===== src/rtl/miner_regs_defs.sv =====
// Shared constants for the siaminer internal-bus register block:
// address map, CTRL/STATUS bit positions and block sizes.
package miner_regs_defs;

   localparam int HDR_BYTES    = 80;
   localparam int TARGET_BYTES = 8;

   localparam logic [11:0] A_HDR   = 12'h000;
   localparam logic [11:0] A_TGT   = 12'h050;
   localparam logic [11:0] A_CTRL  = 12'h060;
   localparam logic [11:0] A_STAT  = 12'h061;
   localparam logic [11:0] A_CNT   = 12'h062;
   localparam logic [11:0] A_NONCE = 12'h068;

   localparam int CTRL_START = 0;
   localparam int CTRL_STOP  = 1;
   localparam int CTRL_CLR   = 2;

   localparam int ST_BUSY  = 0;
   localparam int ST_EMPTY = 1;
   localparam int ST_FULL  = 2;
   localparam int ST_OVF   = 3;
   localparam int ST_WWB   = 4;

endpackage


===== src/rtl/miner_regs_if.sv =====
// Byte-wide, 16-bit-addressed internal bus between the UART parser
// (master) and the register block (slave).
interface miner_regs_if;

   logic        int_req;
   logic        int_gnt;
   logic [15:0] int_address;
   logic [7:0]  int_wr_data;
   logic        int_write;
   logic        int_read;
   logic [7:0]  int_rd_data;

   modport master (
      output int_req,
      output int_address,
      output int_wr_data,
      output int_write,
      output int_read,
      input  int_gnt,
      input  int_rd_data
   );

   modport slave (
      input  int_req,
      input  int_address,
      input  int_wr_data,
      input  int_write,
      input  int_read,
      output int_gnt,
      output int_rd_data
   );

endinterface


===== src/rtl/nonce_fifo.sv =====
// Found-nonce FIFO: 64-bit entries, power-of-two depth, pointers
// wrap naturally; clear dominates any same-cycle push or pop.
module nonce_fifo #(
   parameter int DEPTH = 4
) (
   input  logic                     clk,
   input  logic                     rst,
   input  logic                     push,
   input  logic                     pop,
   input  logic                     clr,
   input  logic [63:0]              din,
   output logic [63:0]              dout,
   output logic                     full,
   output logic                     empty,
   output logic [$clog2(DEPTH):0]   count
);

   localparam int PW = $clog2(DEPTH);
   localparam int CW = PW + 1;

   logic [63:0]   mem [DEPTH];
   logic [PW-1:0] wp;
   logic [PW-1:0] rp;
   logic          do_push;
   logic          do_pop;

   assign full  = (count == CW'(DEPTH));
   assign empty = (count == '0);
   assign dout  = mem[rp];

   // A pop frees the head slot, so a full FIFO may still accept a push.
   assign do_pop  = pop & ~empty;
   assign do_push = push & (~full | do_pop);

   always_ff @(posedge clk or posedge rst) begin
      if (rst) begin
         wp    <= '0;
         rp    <= '0;
         count <= '0;
      end else if (clr) begin
         wp    <= '0;
         rp    <= '0;
         count <= '0;
      end else begin
         if (do_push)
            wp <= wp + 1'b1;
         if (do_pop)
            rp <= rp + 1'b1;
         if (do_push & ~do_pop)
            count <= count + 1'b1;
         else if (do_pop & ~do_push)
            count <= count - 1'b1;
      end
   end

   always_ff @(posedge clk) begin
      if (do_push & ~clr)
         mem[wp] <= din;
   end

endmodule


===== src/rtl/miner_regs.sv =====
// siaminer register block: bus decode, header/target storage,
// start/stop pulses, sticky error bits and the found-nonce FIFO.
module miner_regs
   import miner_regs_defs::*;
#(
   parameter int FIFO_DEPTH = 4
) (
   input  logic                      clk,
   input  logic                      rst,
   miner_regs_if.slave               bus,
   output logic [HDR_BYTES*8-1:0]    hdr,
   output logic [TARGET_BYTES*8-1:0] target,
   output logic                      start,
   output logic                      stop,
   input  logic                      core_busy,
   input  logic                      nonce_found,
   input  logic [63:0]               nonce_in
);

   localparam int CW = $clog2(FIFO_DEPTH) + 1;

   logic [11:0]   a;
   logic          mapped;
   logic          is_hdr;
   logic          is_tgt;
   logic          is_ctrl;
   logic          is_stat;
   logic          is_cnt;
   logic          is_nonce;
   logic          wr;
   logic          rd;
   logic [7:0]    wd;
   logic [9:0]    hoff;
   logic [5:0]    boff;

   logic          gnt_q;
   logic [7:0]    rd_q;
   logic [7:0]    rd_val;
   logic          ovf;
   logic          wwb;
   logic          ovf_set;
   logic          wwb_set;

   logic          f_pop;
   logic          f_clr;
   logic [63:0]   f_dout;
   logic          f_full;
   logic          f_empty;
   logic [CW-1:0] f_count;

   assign a      = bus.int_address[11:0];
   assign mapped = (bus.int_address[15:12] == 4'h0);
   assign wr     = bus.int_write;
   assign rd     = bus.int_read;
   assign wd     = bus.int_wr_data;

   assign is_hdr   = mapped && (a < A_HDR + 12'(HDR_BYTES));
   assign is_tgt   = mapped && (a >= A_TGT)
                     && (a < A_TGT + 12'(TARGET_BYTES));
   assign is_ctrl  = mapped && (a == A_CTRL);
   assign is_stat  = mapped && (a == A_STAT);
   assign is_cnt   = mapped && (a == A_CNT);
   assign is_nonce = mapped && (a[11:3] == A_NONCE[11:3]);

   assign hoff = {a[6:0], 3'b000};
   assign boff = {a[2:0], 3'b000};

   // Only the last head byte pops, after the head has been returned.
   assign f_pop = rd & is_nonce & (a[2:0] == 3'd7) & ~f_empty;
   assign f_clr = wr & is_ctrl & wd[CTRL_CLR];

   assign ovf_set = nonce_found & f_full & ~f_pop;
   assign wwb_set = wr & core_busy
                    & (is_hdr | is_tgt | (is_ctrl & wd[CTRL_START]));

   assign bus.int_gnt     = gnt_q;
   assign bus.int_rd_data = rd_q;

   nonce_fifo #(
      .DEPTH (FIFO_DEPTH)
   ) u_fifo (
      .clk   (clk),
      .rst   (rst),
      .push  (nonce_found),
      .pop   (f_pop),
      .clr   (f_clr),
      .din   (nonce_in),
      .dout  (f_dout),
      .full  (f_full),
      .empty (f_empty),
      .count (f_count)
   );

   always_comb begin
      rd_val = 8'h00;
      unique case (1'b1)
         is_hdr:   rd_val = hdr[hoff +: 8];
         is_tgt:   rd_val = target[boff +: 8];
         is_stat: begin
            rd_val[ST_BUSY]  = core_busy;
            rd_val[ST_EMPTY] = f_empty;
            rd_val[ST_FULL]  = f_full;
            rd_val[ST_OVF]   = ovf;
            rd_val[ST_WWB]   = wwb;
         end
         is_cnt:   rd_val = 8'(f_count);
         is_nonce: rd_val = f_empty ? 8'h00 : f_dout[boff +: 8];
         default:  rd_val = 8'h00;
      endcase
   end

   always_ff @(posedge clk or posedge rst) begin
      if (rst) begin
         gnt_q  <= 1'b0;
         rd_q   <= 8'h00;
         start  <= 1'b0;
         stop   <= 1'b0;
         hdr    <= '0;
         target <= '0;
         ovf    <= 1'b0;
         wwb    <= 1'b0;
      end else begin
         gnt_q <= bus.int_req;
         start <= 1'b0;
         stop  <= 1'b0;
         if (rd)
            rd_q <= rd_val;
         if (wr & ~core_busy & is_hdr)
            hdr[hoff +: 8] <= wd;
         if (wr & ~core_busy & is_tgt)
            target[boff +: 8] <= wd;
         // Stop always wins over a same-write start request.
         if (wr & is_ctrl) begin
            stop  <= wd[CTRL_STOP];
            start <= wd[CTRL_START] & ~wd[CTRL_STOP] & ~core_busy;
         end
         if (f_clr) begin
            ovf <= 1'b0;
            wwb <= 1'b0;
         end else begin
            if (ovf_set)
               ovf <= 1'b1;
            if (wwb_set)
               wwb <= 1'b1;
         end
      end
   end

endmodule


===== src/flat_wrapper.sv =====
// flat-port wrapper written by rule: the top's interface ports become plain ports
module miner_regs_flat import miner_regs_defs::*;
#(
   parameter int FIFO_DEPTH = 4
)
  (clk, rst, hdr, target, start, stop, core_busy, nonce_found, nonce_in, bus_int_req, bus_int_address, bus_int_wr_data, bus_int_write, bus_int_read, bus_int_gnt, bus_int_rd_data);
  miner_regs_if bus_i ();
  input  logic clk;
  input  logic rst;
  output logic [HDR_BYTES*8-1:0] hdr;
  output logic [TARGET_BYTES*8-1:0] target;
  output logic start;
  output logic stop;
  input  logic core_busy;
  input  logic nonce_found;
  input  logic [63:0] nonce_in;
  input wire logic [$bits(bus_i.int_req)-1:0] bus_int_req;
  input wire logic [$bits(bus_i.int_address)-1:0] bus_int_address;
  input wire logic [$bits(bus_i.int_wr_data)-1:0] bus_int_wr_data;
  input wire logic [$bits(bus_i.int_write)-1:0] bus_int_write;
  input wire logic [$bits(bus_i.int_read)-1:0] bus_int_read;
  output wire logic [$bits(bus_i.int_gnt)-1:0] bus_int_gnt;
  output wire logic [$bits(bus_i.int_rd_data)-1:0] bus_int_rd_data;
  assign bus_i.int_req = bus_int_req;
  assign bus_i.int_address = bus_int_address;
  assign bus_i.int_wr_data = bus_int_wr_data;
  assign bus_i.int_write = bus_int_write;
  assign bus_i.int_read = bus_int_read;
  assign bus_int_gnt = bus_i.int_gnt;
  assign bus_int_rd_data = bus_i.int_rd_data;
  miner_regs #(.FIFO_DEPTH(FIFO_DEPTH)) u_core (.clk(clk), .rst(rst), .bus(bus_i), .hdr(hdr), .target(target), .start(start), .stop(stop), .core_busy(core_busy), .nonce_found(nonce_found), .nonce_in(nonce_in));
endmodule

===== config.mk =====
export PLATFORM = sky130hd
export DESIGN_NAME = miner_regs_flat
export DESIGN_NICKNAME = d
export VERILOG_FILES = /design/src/rtl/miner_regs_defs.sv /design/src/rtl/miner_regs_if.sv /design/src/rtl/nonce_fifo.sv /design/src/rtl/miner_regs.sv /design/src/flat_wrapper.sv
export SDC_FILE = /design/constraint.sdc
export NUM_CORES = 2
export LEC_CHECK = 0
export CAP_MARGIN = 20
export CORE_AREA = 2 2 315 317
export CTS_CLUSTER_DIAMETER = 200
export DETAILED_ROUTE_END_ITERATION = 12
export DIE_AREA = 0 0 317 319
export HOLD_SLACK_MARGIN = 0.03
export PLACE_DENSITY = 0.85
export SYNTH_ARGS = -nofsm -noshare
export SYNTH_HDL_FRONTEND = slang
export SYNTH_SLANG_ARGS = --single-unit

===== constraint.sdc =====
create_clock -name clk -period 25.1 [get_ports clk]
set_clock_uncertainty 0.2 [all_clocks]
set_input_delay 3.765 -clock clk [delete_from_list [all_inputs] [get_ports clk]]
set_output_delay 3.765 -clock clk [all_outputs]
set_load 0.02 [all_outputs]

## Yosys cells after proc, flatten, opt, wreduce, memory -nomap -nowiden

Memory sizes are Yosys's and may differ from the RTL's.
Index checks and enable logic that the tools add are counted.

- Register bits after elaboration: 724
- Memory bits (writable): 256
- Input bits: 95
- Logic and storage cells: 99
- Memories kept: 1

- Add/sub/neg operators: 6
- $lt $le $gt $ge: 3
- Equal/unequal tests: 6
- Shift operators: 7
- Muxes and demuxes: 20
- Bitwise operators: 31
- Reductions and logical operators: 14

Memory list:

| name | words | width | read ports | clocked after memory_dff | write ports | RTL line | source |
|---|---|---|---|---|---|---|---|
| u_core.u_fifo.mem | 4 | 64 | 1 | 0 | 1 | nonce_fifo.sv:21 | `logic [63:0] mem [DEPTH];` |

Operators by type and width:

| operator | number |
|---|---|
| bitwise mux 640 bit | 1 |
| variable shift 8 x 12 -> 640 bit (first input constant) | 1 |
| variable part select 640 x 11 -> 8 bit | 1 |
| variable part select 8 x 12 -> 640 bit | 1 |
| variable part select 64 x 7 -> 8 bit | 2 |
| bitwise mux 64 bit | 1 |
| variable shift 8 x 8 -> 64 bit (first input constant) | 1 |
| variable part select 8 x 8 -> 64 bit | 1 |
| == test 12 x 7 -> 1 bit (second input constant) | 3 |
| one-hot mux 5 bit (5 select lines) | 1 |
| less-than comparator 12 x 7 -> 1 bit (second input constant) | 2 |
| AND 1 bit | 20 |
| >= comparator 12 x 7 -> 1 bit (second input constant) | 1 |
| negator 10 -> 12 bit | 1 |
| == test 9 x 4 -> 1 bit (second input constant) | 1 |
| 2-to-1 mux 3 bit | 3 |
| one-hot mux 3 bit (3 select lines) | 1 |
| 2-to-1 mux 1 bit | 8 |
| 2-to-1 mux 2 bit | 4 |
| 2-to-1 mux 8 bit | 1 |
| negator 6 -> 8 bit | 1 |
| inverter 1 bit | 8 |
| nonzero test 2 bit | 4 |
| logical AND 1 bit | 7 |
| 8 further kinds | 12 |

## Longest topological paths before layout

- Depth in word-level cells: 13
- Mapped depth: 17
- Gate-level depth less buffers: 11

## Cells and area by module

A second synthesis with hierarchy kept.

- Cell total of the unflattened synthesis: 3055
- Area, all modules: 44849.3 um2

By module, submodules not included:

| module | times used | cells an instance | area each (um2) | seq. area each (um2) |
|---|---|---|---|---|
| miner_regs | 1 | 2657 | 35056.1 | 17942.2 |
| nonce_fifo | 1 | 398 | 9793.1 | 7862.5 |

## Worst setup path after synthesis

Ideal clock, no wire load.

- Kind: in2reg
- Start point: input port bus_int_address[0]
- End point: memory u_core.u_fifo.mem[0][0], enable pin
- Setup time: 429 ps
- Arrival: 7331 ps
- Path slack: 17140 ps
- Stages on the path: 13
- Buffers on the path: 6
- Path through: buf_4 -> buf_4 -> inv_1 -> buf_4 -> clkbuf_1 -> ha_1 -> or3b_1 -> buf_2 -> nor3_1 -> and3_1 -> clkbuf_1 -> nor2_1 -> and2_1

- Cells in the longest elaborated chain, start to end: 9
- Elaborated cells between the ends (all ways): 14
- Those cells by class: 2 x eq/ne; 2 x mux; 9 x bitwise; 1 x reduce/logical

Ends and longest elaborated chain:

| item | RTL line | source |
|---|---|---|
| from (decl) | flat_wrapper.sv:18 | `input wire logic [$bits(bus_i.int_address)-1:0] bus_int_address;` |
| == test 3 bit | miner_regs.sv:69 | `assign f_pop = rd & is_nonce & (a[2:0] == 3'd7) & ~f_empty;` |
| AND 1 bit (2 in series) | miner_regs.sv:69 |  |
| AND 1 bit | nonce_fifo.sv:32 | `assign do_pop = pop & ~empty;` |
| bitwise OR 1 bit | nonce_fifo.sv:33 | `assign do_push = push & (~full \| do_pop);` |
| AND 1 bit | nonce_fifo.sv:33 |  |
| AND 1 bit * | nonce_fifo.sv:57 | `if (do_push & ~clr)` |
| 2-to-1 mux 1 bit * | nonce_fifo.sv:57 |  |
| 2-to-1 mux 1 bit (implied by the code) * | nonce_fifo.sv:58 | `mem[wp] <= din;` |
| to (decl) | nonce_fifo.sv:21 |  |

Mark *: on every way between the ends. The rest lies on a longest branch, timed or not.

## Worst setup path in the final report

- Start point: input port bus_int_address[7]
- End point: register u_core.hdr[425]

- Cells in the longest elaborated chain, start to end: 3

Ends and longest elaborated chain:

| item | RTL line | source |
|---|---|---|
| less-than comparator 12 x 7 -> 1 bit | miner_regs.sv:57 | `assign is_hdr = mapped && (a < A_HDR + 12'(HDR_BYTES));` |
| logical AND 1 bit | miner_regs.sv:57 |  |
| AND 1 bit | miner_regs.sv:128 | `if (wr & ~core_busy & is_hdr)` |
| to (signal, indexed assignment) | miner_regs.sv:129 | `hdr[hoff +: 8] <= wd;` |
| to (decl) | miner_regs.sv:11 | `output logic [HDR_BYTES*8-1:0] hdr,` |

Every way passes these cells.
A chain may end at the register's enable or synchronous reset.

==> flow_metrics.py <==
metrics = {
    "run_status": {
        "outcome": "finished, final reports clean",
    },
    "synthesis": {
        "synth.cell_area_um2": 43800,
        "synthCells": 3482,
        "synth-simple-area-share": 0.0994,
        "synth_edf_count": 256,
        "yosysSeqAreaShare": 0.589,
        "synth_mux_area_frac": 0.179,
        "synth_top_cell_by_area": "dfrtp_1",
        "ys_warn_count": 0,
        "synth.distinct_cells": 81,
        "syn_area_per_cell_um2": 12.6,
        "yosysMostFrequentCell": "dfrtp_1",
        "ys_seq_elements": 980,
        "synth-compound-area-share": 0.0986,
        "synth_top_family_by_area": "multiplexers",
        "synth_area_leaders": "dfrtp_1, edfxtp_1, mux4_2",
        "synth_xor_area_frac": 0.00257,
        "yosysTopAreaCellShare": 0.413,
        "synth.net_count": 3588,
        "synth_common_cells": "dfrtp_1, o21ai_0, nand2_1",
        "async_flop_share": 0.739,
        "synthFlopType": "dfrtp_1",
        "synth_fa_ha_area_frac": 0.00331,
    },
    "critical_path": {
        "cp.arrival_ps": 8550,
        "cp_top_family": "simple AND/OR/NAND/NOR gates",
        "end_kind": "register",
        "r2r_cells": 6,
        "critPathLaunchType": "input port",
        "critPathMaxFanout": 41,
        "cp_cell_sequence": "clkdlybuf4s50_1, nor4_1, o2111a_1, and4b_2, buf_4, nand4_1, o21ai_0",
        "cp_num_buf_inv": 2,
        "cp_slowest_cell": "nor4_1",
        "crit_type": "input port to register",
        "required_ps": 25470,
        "cp_num_cells": 7,
        "max_stage_delay_ps": 910,
    },
    "global_routing": {
        "grt_usage": 0.402,
        "grt_pass1_vias": 35903,
        "grt_pass1_wl_um": 283000,
        "grt_start_max_net_pins": 129,
        "grt-ovfl-total": 0,
        "antenna_found_initial": 23,
    },
    "power": {
        "p_per_area_nw_per_um2": 64.3,
        "vdd.ir_drop.worst_mv": 0.0551,
        "internal-power_uw": 2710,
        "comb_power_share": 0.085,
        "switchingPower_uw": 918,
        "p_seq_frac": 0.487,
        "power.share.clock": 0.428,
        "swShare": 0.253,
        "p_leak_uw": 0.0223,
    },
    "placement": {
        "routabilityCongestion": 0.999,
        "portBuffers": 809,
        "place_ws_ps": 16560,
        "dp.final_hpwl_um": 150000,
    },
    "timing": {
        "hold_violations": 0,
        "relSlewSlack": 0.251,
        "finalCriticalPeriod_ps": 8180,
        "setup_viol_count_final": 0,
        "worstMarginPinSlew_ps": 1120,
        "fin_ws_ps": 16920,
        "rsz0062_at_grt": "no",
        "fin_setup_tns_ps": 0,
        "period_share": 0.326,
        "drv_slew": 0,
        "timing.fmax_mhz": 122,
    },
    "cells_and_area": {
        "drive_above_1_share": 0.162,
        "nNetsFinal": 4325,
        "area_growth_pct": 28.5,
    },
    "clock_network": {
        "cts_resized": 0,
        "clk_pin_slew_ps": 60,
        "numCtsBuffers": 99,
        "cts_tree": "built",
        "clock_path_buffers": 3,
        "root_buffer": "clkbuf_16",
        "cts_sinks": 980,
        "postCtsSetupBuffers": 0,
        "cts-htree-levels": 3,
        "clk_latency_ps": 700,
        "hold_buffers": 0,
    },
    "detailed_routing": {
        "first_pass_iters": 6,
        "ant_nets": 0,
        "drc": 0,
        "vias": 37171,
        "postRouteWirelength_um": 206000,
        "wl_per_cell_um": 36.8,
        "vias_per_cell": 6.64,
        "first_iter_violations": 5955,
    },
    "floorplan": {
        "initial_core_util": 0.449,
        "row_count": 115,
        "die_w_um": 317,
        "ioPinCount": 810,
        "core_um2": 97700,
        "dieArea_um2": 101000,
        "die_h_um": 319,
    },
    "min_path": {
        "min_delay_path_depth": 2,
        "hold_class": "register to register",
    },
    "flow_run": {
        "maxCapViolCount": 0,
    },
}
[cell type report]
class | count | area, µm²
Sequential cell | 980 | 25800
Inverter | 17 | 71.3
Timing Repair Buffer | 878 | 8620
Clock buffer | 135 | 2790
Antenna cell | 9 | 22.5
Multi-Input combinational cell | 2243 | 16900
Fill cell | 7635 | 41400
Clock inverter | 49 | 572
Tap cell | 1287 | 1610
[metrics by stage]
step / hold WS [ps] / utilization / power (µW) / area (µm²) / std cells
3_3_place_gp: 278 / 0.541 / 2070 / 52900 / 5400
3_5_place_dp: 292 / 0.542 / 2090 / 52900 / 5404
5_1_grt: 322 / 0.577 / 3700 / 56300 / 5590
2_1_floorplan: 263 / - / 1960 / 43800 / 3482
6_report: 306 / 0.577 / 3620 / 56300 / 5598
4_1_cts: 306 / 0.576 / 3610 / 56300 / 5588
[state kept, by name (all words and copies together) (netlist names)]
signal and count:
u_core.target 64, u_core.u_fifo.mem 256, u_core.bus.int_rd_data 8, u_core.wwb 1, u_core.u_fifo.wp 2, u_core.u_fifo.rp 2, u_core.start 1, u_core.stop 1
u_core.u_fifo.count 3, u_core.hdr 640, u_core.ovf 1, u_core.bus.int_gnt 1
[worst paths after layout]
check,startpoint,endpoint,slack [ps]
worst max-delay path,bus_int_address[7],u_core.hdr[425],16920
min in group asynchronous,rst,u_core.hdr[493],3490
worst min-delay path,u_core.hdr[472],u_core.hdr[472],310
worst max register to register,u_core.u_fifo.rp[0],u_core.bus.int_rd_data[6],21290
max in group asynchronous,rst,u_core.hdr[579],18060
worst min register to register,u_core.hdr[472],u_core.hdr[472],310
[cells by family (layout without fill, tap and decap cells)]
logic type | count (synthesis) | after routing
fa+ha+maj | 11 | 11
xor+xnor | 12 | 12
buf+inv | 259 | 1079
flops | 980 | 980
simple gates | 941 | 941
mux | 493 | 493
other cells | 0 | 9
compound gates | 786 | 786
[worst register-to-register path, stage by stage (launching register included)]
cell and delay [ps]:
dfrtp_4 800, buf_4 720, mux4_2 660, mux2i_1 240, a32oi_1 130, a31oi_1 700
a31oi_1 200
[routing by layer]
| metal | part of all wire | vias to the layer above | GRT usage |
|---|---|---|---|
| li1 | - | 14382 | - |
| met1 | 0.34 | 18682 | 0.504 |
| met2 | 0.44 | 3342 | 0.598 |
| met3 | 0.13 | 747 | 0.132 |
| met4 | 0.082 | 18 | 0.256 |
| met5 | 0.00065 | - | 0.00290 |
[power by group through the flow]
stage | Sequential (µW) | Combinational, µW | Clock (µW)
final | 1760 | 307 | 1550
after global routing | 1770 | 320 | 1610
after CTS | 1760 | 300 | 1550
after detailed placement | 1790 | 297 | 0
after global placement | 1780 | 291 | 0
after floorplan | 1790 | 175 | 0
[cells in the final DEF, fill, tap and decap left out, drive strengths merged, types with 65 or more instances in the layout]
cell type,Yosys,routed
edfxtp,256,256
mux4,215,215
buf,116,80
mux2i,83,83
clkdlybuf4s50,0,797
nand2,624,624
o21ai,633,633
dfrtp,724,724
nand4,65,65
mux2,195,195
clkbuf,126,135
Note: power is estimated with default switching activity, not from simulation.
